`config.mk`:
```
export PLATFORM = sky130hd
export DESIGN_NAME = sobel_window_ctrl_flat
export DESIGN_NICKNAME = d
export VERILOG_FILES = /design/src/rtl/sobel_pkg.sv /design/src/rtl/sobel_window_ctrl_if.sv /design/src/rtl/sobel_edge_det.sv /design/src/rtl/sobel_window_ctrl.sv /design/src/flat_wrapper.sv
export SDC_FILE = /design/constraint.sdc
export NUM_CORES = 1
export LEC_CHECK = 0
export BUFFER_PORTS_ARGS = -buffer_cell sky130_fd_sc_hd__buf_2
export CORE_ASPECT_RATIO = 1.5
export CORE_MARGIN = 10
export CORE_UTILIZATION = 35
export DETAILED_ROUTE_END_ITERATION = 8
export PLACE_DENSITY = 0.53
export RECOVER_POWER = 100
export SLEW_MARGIN = 20
export SYNTH_ARGS = -nofsm -noshare
export SYNTH_HDL_FRONTEND = slang
export SYNTH_HIERARCHICAL = 1
export SYNTH_SLANG_ARGS = --single-unit
```
`constraint.sdc`:
```
create_clock -name clk -period 5.4 [get_ports clk]
set_input_delay 0.54 -clock clk [delete_from_list [all_inputs] [get_ports clk]]
set_output_delay 0.54 -clock clk [all_outputs]
set_load 0.005 [all_outputs]
```
`src/rtl/sobel_pkg.sv`:
```
// -----------------------------------------------------------------------------
// sobel_pkg
// Shared definitions for the 3x3 Sobel window path: default frame geometry
// limits, counter width and the window sequencer state encoding. The same
// defaults size the line buffer, so both sides agree on MAX_WIDTH.
// Ports: none (package).
// -----------------------------------------------------------------------------
package sobel_pkg;

    localparam int SOBEL_MAX_WIDTH  = 2100;  // max active pixels per line
    localparam int SOBEL_MAX_HEIGHT = 2100;  // max active lines per frame
    localparam int SOBEL_CNT_W      = 12;    // 2**12 > 2100

    localparam logic [1:0] ST_IDLE      = 2'd0;
    localparam logic [1:0] ST_WAIT_LINE = 2'd1;
    localparam logic [1:0] ST_ACTIVE    = 2'd2;
    localparam logic [1:0] ST_BLANK     = 2'd3;

    typedef enum logic [1:0] {
        IDLE      = ST_IDLE,
        WAIT_LINE = ST_WAIT_LINE,
        ACTIVE    = ST_ACTIVE,
        BLANK     = ST_BLANK
    } sobel_state_t;

endpackage

```
`src/rtl/sobel_window_ctrl_if.sv`:
```
// -----------------------------------------------------------------------------
// sobel_window_ctrl_if
// Bundles the raw video timing inputs and the window/measurement outputs of
// sobel_window_ctrl.
//   master: drives enable/hsync/vsync/de, observes window and frame status.
//   slave : the sequencer (sobel_window_ctrl).
// Signals: enable, hsync, vsync, de (timing in); win_valid, win_x, win_y,
//   frame_start, frame_done, meas_width, meas_height, fmt_err (status out);
//   frame_cnt, err_cnt only when SOBEL_WCTRL_STATS_EN is defined.
// -----------------------------------------------------------------------------
interface sobel_window_ctrl_if #(
    parameter int CNT_W = sobel_pkg::SOBEL_CNT_W
);
    logic             enable;
    logic             hsync;
    logic             vsync;
    logic             de;
    logic             win_valid;
    logic [CNT_W-1:0] win_x;
    logic [CNT_W-1:0] win_y;
    logic             frame_start;
    logic             frame_done;
    logic [CNT_W-1:0] meas_width;
    logic [CNT_W-1:0] meas_height;
    logic             fmt_err;
`ifdef SOBEL_WCTRL_STATS_EN
    logic [15:0]      frame_cnt;
    logic [15:0]      err_cnt;
`endif

    modport master (
        output enable, hsync, vsync, de,
        input  win_valid, win_x, win_y, frame_start, frame_done,
               meas_width, meas_height, fmt_err
`ifdef SOBEL_WCTRL_STATS_EN
        , input frame_cnt, err_cnt
`endif
    );

    modport slave (
        input  enable, hsync, vsync, de,
        output win_valid, win_x, win_y, frame_start, frame_done,
               meas_width, meas_height, fmt_err
`ifdef SOBEL_WCTRL_STATS_EN
        , output frame_cnt, err_cnt
`endif
    );

endinterface

```
`src/rtl/sobel_edge_det.sv`:
```
// -----------------------------------------------------------------------------
// sobel_edge_det
// Registers one input and reports its edges against the registered copy.
// Ports: clk, rst (async, active high), sig (input), rise = sig & ~sig_q,
//   fall = ~sig & sig_q (both combinational from the live input).
// -----------------------------------------------------------------------------
module sobel_edge_det (
    input  logic clk,
    input  logic rst,
    input  logic sig,
    output logic rise,
    output logic fall
);

    logic sig_q;

    // NOTE: sequential state uses non-blocking assignments so every register
    // samples pre-edge values regardless of process ordering.
    always_ff @(posedge clk or posedge rst) begin
        if (rst) begin
            sig_q <= 1'b0;
        end else begin
            sig_q <= sig;
        end
    end

    assign rise = sig & ~sig_q;
    assign fall = ~sig & sig_q;

endmodule

```
`src/rtl/sobel_window_ctrl.sv`:
```
// -----------------------------------------------------------------------------
// sobel_window_ctrl
// Frame/line sequencer for the 3x3 Sobel window. Tracks the input row/column
// of the raw video stream feeding the line buffer, flags cycles where the
// window centre sits on a pixel with a full 3x3 neighbourhood, measures frame
// geometry and reports format errors.
// Ports:
//   clk, rst    pixel clock, asynchronous active-high reset
//   bus (slave) enable/hsync/vsync/de in; win_valid, win_x, win_y,
//               frame_start, frame_done, meas_width, meas_height, fmt_err out
// Optional: define SOBEL_WCTRL_STATS_EN to add frame_cnt (wrapping count of
//   frame_done) and err_cnt (saturating count of fmt_err rising edges).
// -----------------------------------------------------------------------------
module sobel_window_ctrl
    import sobel_pkg::*;
#(
    parameter int MAX_WIDTH  = SOBEL_MAX_WIDTH,
    parameter int MAX_HEIGHT = SOBEL_MAX_HEIGHT,
    parameter int CNT_W      = SOBEL_CNT_W
) (
    input  logic                clk,
    input  logic                rst,
    sobel_window_ctrl_if.slave  bus
);

    localparam logic [CNT_W-1:0] MAX_W_C = CNT_W'(MAX_WIDTH);
    localparam logic [CNT_W-1:0] MAX_H_C = CNT_W'(MAX_HEIGHT);
    localparam logic [CNT_W-1:0] ONE     = CNT_W'(1);
    localparam logic [CNT_W-1:0] TWO     = CNT_W'(2);

    // Edge detectors on the raw timing inputs
    logic vs_rise, vs_fall;
    logic hs_rise, hs_fall;
    logic de_rise, de_fall;

    sobel_edge_det u_vs_det (.clk(clk), .rst(rst), .sig(bus.vsync), .rise(vs_rise), .fall(vs_fall));
    sobel_edge_det u_hs_det (.clk(clk), .rst(rst), .sig(bus.hsync), .rise(hs_rise), .fall(hs_fall));
    sobel_edge_det u_de_det (.clk(clk), .rst(rst), .sig(bus.de),    .rise(de_rise), .fall(de_fall));

    // hsync only confirms line boundaries that de already defines; a line
    // without an hsync edge is legal, so no decision depends on these edges.
    logic unused_edges;
    assign unused_edges = ^{vs_fall, hs_rise, hs_fall, de_rise};

    // Registered state
    sobel_state_t     state_q, state_d;
    logic [CNT_W-1:0] row_q, row_d;          // lines completed in this frame
    logic [CNT_W-1:0] col_q, col_d;          // pixels seen in current line
    logic [CNT_W-1:0] first_w_q, first_w_d;  // width of the first line
    logic             first_ok_q, first_ok_d;
    logic             win_valid_q, win_valid_d;
    logic [CNT_W-1:0] win_x_q, win_x_d;
    logic [CNT_W-1:0] win_y_q, win_y_d;
    logic             frame_start_q, frame_start_d;
    logic             frame_done_q, frame_done_d;
    logic [CNT_W-1:0] meas_w_q, meas_w_d;
    logic [CNT_W-1:0] meas_h_q, meas_h_d;
    logic             fmt_err_q, fmt_err_d;

    // Helper terms
    logic [CNT_W-1:0] pix_col;   // column index of a pixel arriving now
    logic             open_line; // a line is still in progress
    logic [CNT_W-1:0] line_h;    // frame height counting an open line
    logic [CNT_W-1:0] line_w;    // first-line width, open line if unfinished

    always_ff @(posedge clk or posedge rst) begin
        if (rst) begin
            state_q       <= IDLE;
            row_q         <= '0;
            col_q         <= '0;
            first_w_q     <= '0;
            first_ok_q    <= 1'b0;
            win_valid_q   <= 1'b0;
            win_x_q       <= '0;
            win_y_q       <= '0;
            frame_start_q <= 1'b0;
            frame_done_q  <= 1'b0;
            meas_w_q      <= '0;
            meas_h_q      <= '0;
            fmt_err_q     <= 1'b0;
        end else begin
            state_q       <= state_d;
            row_q         <= row_d;
            col_q         <= col_d;
            first_w_q     <= first_w_d;
            first_ok_q    <= first_ok_d;
            win_valid_q   <= win_valid_d;
            win_x_q       <= win_x_d;
            win_y_q       <= win_y_d;
            frame_start_q <= frame_start_d;
            frame_done_q  <= frame_done_d;
            meas_w_q      <= meas_w_d;
            meas_h_q      <= meas_h_d;
            fmt_err_q     <= fmt_err_d;
        end
    end

    // NOTE: every variable written here is given a default first, so no path
    // through the case/if tree can leave one unassigned and infer a latch.
    always_comb begin
        state_d       = state_q;
        row_d         = row_q;
        col_d         = col_q;
        first_w_d     = first_w_q;
        first_ok_d    = first_ok_q;
        win_valid_d   = 1'b0;
        win_x_d       = win_x_q;
        win_y_d       = win_y_q;
        frame_start_d = 1'b0;
        frame_done_d  = 1'b0;
        meas_w_d      = meas_w_q;
        meas_h_d      = meas_h_q;
        fmt_err_d     = fmt_err_q;

        open_line = (state_q == ACTIVE);
        pix_col   = open_line ? col_q : '0;
        line_h    = (open_line && (row_q < MAX_H_C)) ? row_q + ONE : row_q;
        line_w    = first_ok_q ? first_w_q : (open_line ? col_q : '0);

        if (!bus.enable) begin
            state_d = IDLE;
        end else if (vs_rise) begin
            // Frame start wins over any pixel or line end on the same cycle.
            // Measurements only latch if the closing frame had a line, so
            // meas_* always describes a frame that actually carried data.
            if ((state_q != IDLE) && ((row_q != '0) || open_line)) begin
                frame_done_d = 1'b1;
                meas_w_d     = line_w;
                meas_h_d     = line_h;
            end
            frame_start_d = 1'b1;
            fmt_err_d     = 1'b0;
            row_d         = '0;
            first_w_d     = '0;
            first_ok_d    = 1'b0;
            if (bus.de) begin
                state_d = ACTIVE;   // this pixel is (row 0, col 0)
                col_d   = ONE;
            end else begin
                state_d = WAIT_LINE;
                col_d   = '0;
            end
        end else begin
            case (state_q)
                IDLE: begin
                    state_d = IDLE;
                end
                WAIT_LINE, BLANK, ACTIVE: begin
                    if (bus.de) begin
                        state_d = ACTIVE;
                        // A pixel arriving with col already at MAX_WIDTH is one
                        // past the legal line: col saturates and it never
                        // produces a window. Same for rows past MAX_HEIGHT.
                        if (pix_col < MAX_W_C) begin
                            col_d = pix_col + ONE;
                        end else begin
                            col_d     = pix_col;
                            fmt_err_d = 1'b1;
                        end
                        if (row_q >= MAX_H_C) begin
                            fmt_err_d = 1'b1;
                        end
                        // Line buffer centre lags the input by one row and one
                        // column, so the window is complete once r,c >= 2.
                        if ((row_q >= TWO) && (pix_col >= TWO) &&
                            (pix_col < MAX_W_C) && (row_q < MAX_H_C)) begin
                            win_valid_d = 1'b1;
                            win_x_d     = pix_col - ONE;
                            win_y_d     = row_q - ONE;
                        end
                    end else if (open_line && de_fall) begin
                        state_d = BLANK;
                        col_d   = '0;
                        if (row_q < MAX_H_C) begin
                            row_d = row_q + ONE;
                        end
                        if (!first_ok_q) begin
                            first_ok_d = 1'b1;
                            first_w_d  = col_q;
                        end else if (col_q != first_w_q) begin
                            fmt_err_d = 1'b1;
                        end
                    end
                end
            endcase
        end
    end

    assign bus.win_valid   = win_valid_q;
    assign bus.win_x       = win_x_q;
    assign bus.win_y       = win_y_q;
    assign bus.frame_start = frame_start_q;
    assign bus.frame_done  = frame_done_q;
    assign bus.meas_width  = meas_w_q;
    assign bus.meas_height = meas_h_q;
    assign bus.fmt_err     = fmt_err_q;

`ifdef SOBEL_WCTRL_STATS_EN
    logic [15:0] frame_cnt_q;
    logic [15:0] err_cnt_q;

    // Counters advance with the same edge that raises frame_done / fmt_err,
    // and survive frame starts; only rst clears them.
    always_ff @(posedge clk or posedge rst) begin
        if (rst) begin
            frame_cnt_q <= '0;
            err_cnt_q   <= '0;
        end else begin
            if (frame_done_d) begin
                frame_cnt_q <= frame_cnt_q + 16'd1;
            end
            if (fmt_err_d && !fmt_err_q && (err_cnt_q != 16'hFFFF)) begin
                err_cnt_q <= err_cnt_q + 16'd1;
            end
        end
    end

    assign bus.frame_cnt = frame_cnt_q;
    assign bus.err_cnt   = err_cnt_q;
`endif

endmodule

```
`src/flat_wrapper.sv`:
```
// flat-port wrapper written by rule: the top's interface ports become plain ports
module sobel_window_ctrl_flat import sobel_pkg::*;
#(
    parameter int MAX_WIDTH  = SOBEL_MAX_WIDTH,
    parameter int MAX_HEIGHT = SOBEL_MAX_HEIGHT,
    parameter int CNT_W      = SOBEL_CNT_W
)
  (clk, rst, bus_enable, bus_hsync, bus_vsync, bus_de, bus_win_valid, bus_win_x, bus_win_y, bus_frame_start, bus_frame_done, bus_meas_width, bus_meas_height, bus_fmt_err);
  sobel_window_ctrl_if #(.CNT_W(CNT_W)) bus_i ();
  input  logic clk;
  input  logic rst;
  input wire logic [$bits(bus_i.enable)-1:0] bus_enable;
  input wire logic [$bits(bus_i.hsync)-1:0] bus_hsync;
  input wire logic [$bits(bus_i.vsync)-1:0] bus_vsync;
  input wire logic [$bits(bus_i.de)-1:0] bus_de;
  output wire logic [$bits(bus_i.win_valid)-1:0] bus_win_valid;
  output wire logic [$bits(bus_i.win_x)-1:0] bus_win_x;
  output wire logic [$bits(bus_i.win_y)-1:0] bus_win_y;
  output wire logic [$bits(bus_i.frame_start)-1:0] bus_frame_start;
  output wire logic [$bits(bus_i.frame_done)-1:0] bus_frame_done;
  output wire logic [$bits(bus_i.meas_width)-1:0] bus_meas_width;
  output wire logic [$bits(bus_i.meas_height)-1:0] bus_meas_height;
  output wire logic [$bits(bus_i.fmt_err)-1:0] bus_fmt_err;
  assign bus_i.enable = bus_enable;
  assign bus_i.hsync = bus_hsync;
  assign bus_i.vsync = bus_vsync;
  assign bus_i.de = bus_de;
  assign bus_win_valid = bus_i.win_valid;
  assign bus_win_x = bus_i.win_x;
  assign bus_win_y = bus_i.win_y;
  assign bus_frame_start = bus_i.frame_start;
  assign bus_frame_done = bus_i.frame_done;
  assign bus_meas_width = bus_i.meas_width;
  assign bus_meas_height = bus_i.meas_height;
  assign bus_fmt_err = bus_i.fmt_err;
  sobel_window_ctrl #(.MAX_WIDTH(MAX_WIDTH), .MAX_HEIGHT(MAX_HEIGHT), .CNT_W(CNT_W)) u_core (.clk(clk), .rst(rst), .bus(bus_i));
endmodule
```
==> reports/metrics.yaml <==
sta:
  max_freq_mhz: 241
  rsz0062_at_grt: "no"
  finalSetupViolations: 0
  fin_skew_ps: 11.6
  hold_violations: 0
  setup_tns_ps: 0
  worst_slack_ps: 1260
  worstMarginPinSlew_ps: 2140
  period_needed_ps: 4140
  fin_crit_sh_pct: 76.7
  drv_slew: 75
  relSlewSlack_pct: -43.6
die:
  die_area_mm2: 0.0204
  die_y_um: 170
  fp.coreArea_mm2: 0.0147
  start_util_pct: 35.8
  rows: 54
  top_level_ports: 58
  fp.dieW_um: 120
setup_path:
  critPathRequiredTime_ps: 5670
  worstPathArrival_ps: 4420
  worstSetupEndpointType: "register"
  worstSetupStartpointType: "register"
  reg2reg_depth: 5
  path_max_fanout: 17
  critPathKind: "reg2reg"
power:
  powerDensity_mw_per_mm2: 328
  ir_drop_v: 0.000209
  p_leak_uw: 0.00246
worst_hold_path:
  hold_path.class: "in2async"
clock_network:
  htreeDepth: 3
  clk_pin_slew_ps: 70
  ctsHoldBuffers: 0
  cts_buffer_depth: 2
  cts_tree: "yes"
  cts_root_buffer: "clkbuf_16"
  clkSinkCount: 93
  clkLatencyLatePin_ps: 350
  ctsResizeCount: 0
  cts_buffers: 9
  cts_setup_buffers: 0
global_route:
  grt_overflow_total: 0
  antenna_found_initial: 0
  grt_max_degree: 47
  grt_pass1_wl_mm: 22.8
  grt_pass1_vias: 4179
  grt_use_total_pct: 14.1
final_layout:
  fillers: 1528
  multi_input_area_mm2: 0.00253
  stdcell_area_mm2: 0.00575
  final-seq-area_mm2: 0.00233
  drive_above_1_share_pct: 7.09
  layout.nets: 600
  n_antenna_cell: 0
  area_delta_synth_final_pct: 9.71
drt:
  drc_errors: 0
  via_per_inst: 5.34
  drtIter0Drc: 227
  vias: 4210
  drtAntennaViolNets: 0
  drt-wirelength-per-cell_um: 18.1
  first_pass_iters: 4
  routed_wl_mm: 14.3
yosys:
  synth_area_mm2: 0.00525
  yosysWarnings: 6
  netlist_instances: 560
  synth.avg_cell_area_um2: 9.37
  syn-num-nets: 573
place:
  io_buffer_count: 56
  dp_slack_ps: 2380
  place_area_mm2: 0.00560
  routabilityCongestion: 0.854
  dp_hpwl_mm: 10.5
outcome:
  outcome: "complete, but fails checks"
  violations: "max-capacitance violations, max-slew violations"
flow_run:
  timing.max_cap.violations: 3
## registers in the layout (all words and copies together), names as in the netlist
register	flops
u_core/bus.fmt_err	1
u_core/bus.frame_done	1
u_core/bus.frame_start	1
u_core/bus.meas_height	12
u_core/bus.meas_width	12
u_core/bus.win_valid	1
u_core/bus.win_x	12
u_core/bus.win_y	12
u_core/col_q	12
u_core/first_ok_q	1
u_core/first_w_q	12
u_core/row_q	12
u_core/state_q	2
u_core/u_de_det/sig_q	1
u_core/u_vs_det/sig_q	1
## through the flow
step                      instances  hold slack (ps)  total power [µW]  util (%)
after floorplan                 560              269              1090         -
after global placement          771              406              1250      38.2
after detailed placement        771              411              1260      38.2
after CTS                       787             34.4              1950      40.3
after global routing            788             42.1              2000      39.2
final                           788             39.4              1890      39.2
## layout by cell type, fill, tap and decap left out, drive strengths merged, types with 9 or more instances in the layout
cell,count
nor4,12
nand3,15
clkbuf,62
nor3,13
nand2b,14
a21oi,46
xor2,16
o21ai,39
buf,10
dfrtp,93
nor2,50
mux2,23
nand2,58
xnor2,20
mux2i,9
inv,19
## worst paths after layout
| kind | slack, ps | from | end |
|---|---|---|---|
| max | 1260 | u_core/row_q[7]$_DFFE_PP0P_ | u_core/row_q[3]$_DFFE_PP0P_ |
| min | 40 | rst | u_core/u_vs_det/sig_q$_DFF_PP0_ |
| max reg2reg | 1260 | u_core/row_q[7]$_DFFE_PP0P_ | u_core/row_q[3]$_DFFE_PP0P_ |
| min reg2reg | 490 | u_core/bus.win_y[3]$_DFFE_PP0P_ | u_core/bus.win_y[3]$_DFFE_PP0P_ |
| max in group asynchronous | 3220 | rst | u_core/first_ok_q$_DFFE_PP0P_ |
| min in group clk | 310 | bus_vsync | u_core/u_vs_det/sig_q$_DFF_PP0_ |
## critical path, cell delays in order (launching register included)
cell      delay, ps
dfrtp_1         530
or4_1           680
o31ai_1        1650
nand3b_1        620
or3_1           510
o21ai_0          80
## per-layer routing
layer | up-vias | share of wire, % | GRT usage (%)
met2 | 99 | 57 | 27.1
met4 | 0 | 3.6 | 7.21
met3 | 28 | 3.3 | 2.48
met5 | - | 0 | 0
li1 | 2019 | - | -
met1 | 2064 | 36 | 14.0
## cell type report
type | count | share of cell area, %
Sequential cell | 93 | 40.4
Inverter | 17 | 1.13
Clock buffer | 9 | 3.91
Timing Repair Buffer | 63 | 4.67
Tap cell | 196 | 4.26
Clock inverter | 7 | 1.57
Multi-Input combinational cell | 403 | 44.0
## power breakdown
group / internal [µW] / leakage, µW / switching, µW
Sequential: 783 / 0.00123 / 70.2
Combinational: 148 / 0.00108 / 206
Clock: 372 / 0.000156 / 307
Total: 1300 / 0.00246 / 583
Note: power is estimated with default switching activity, not from simulation.
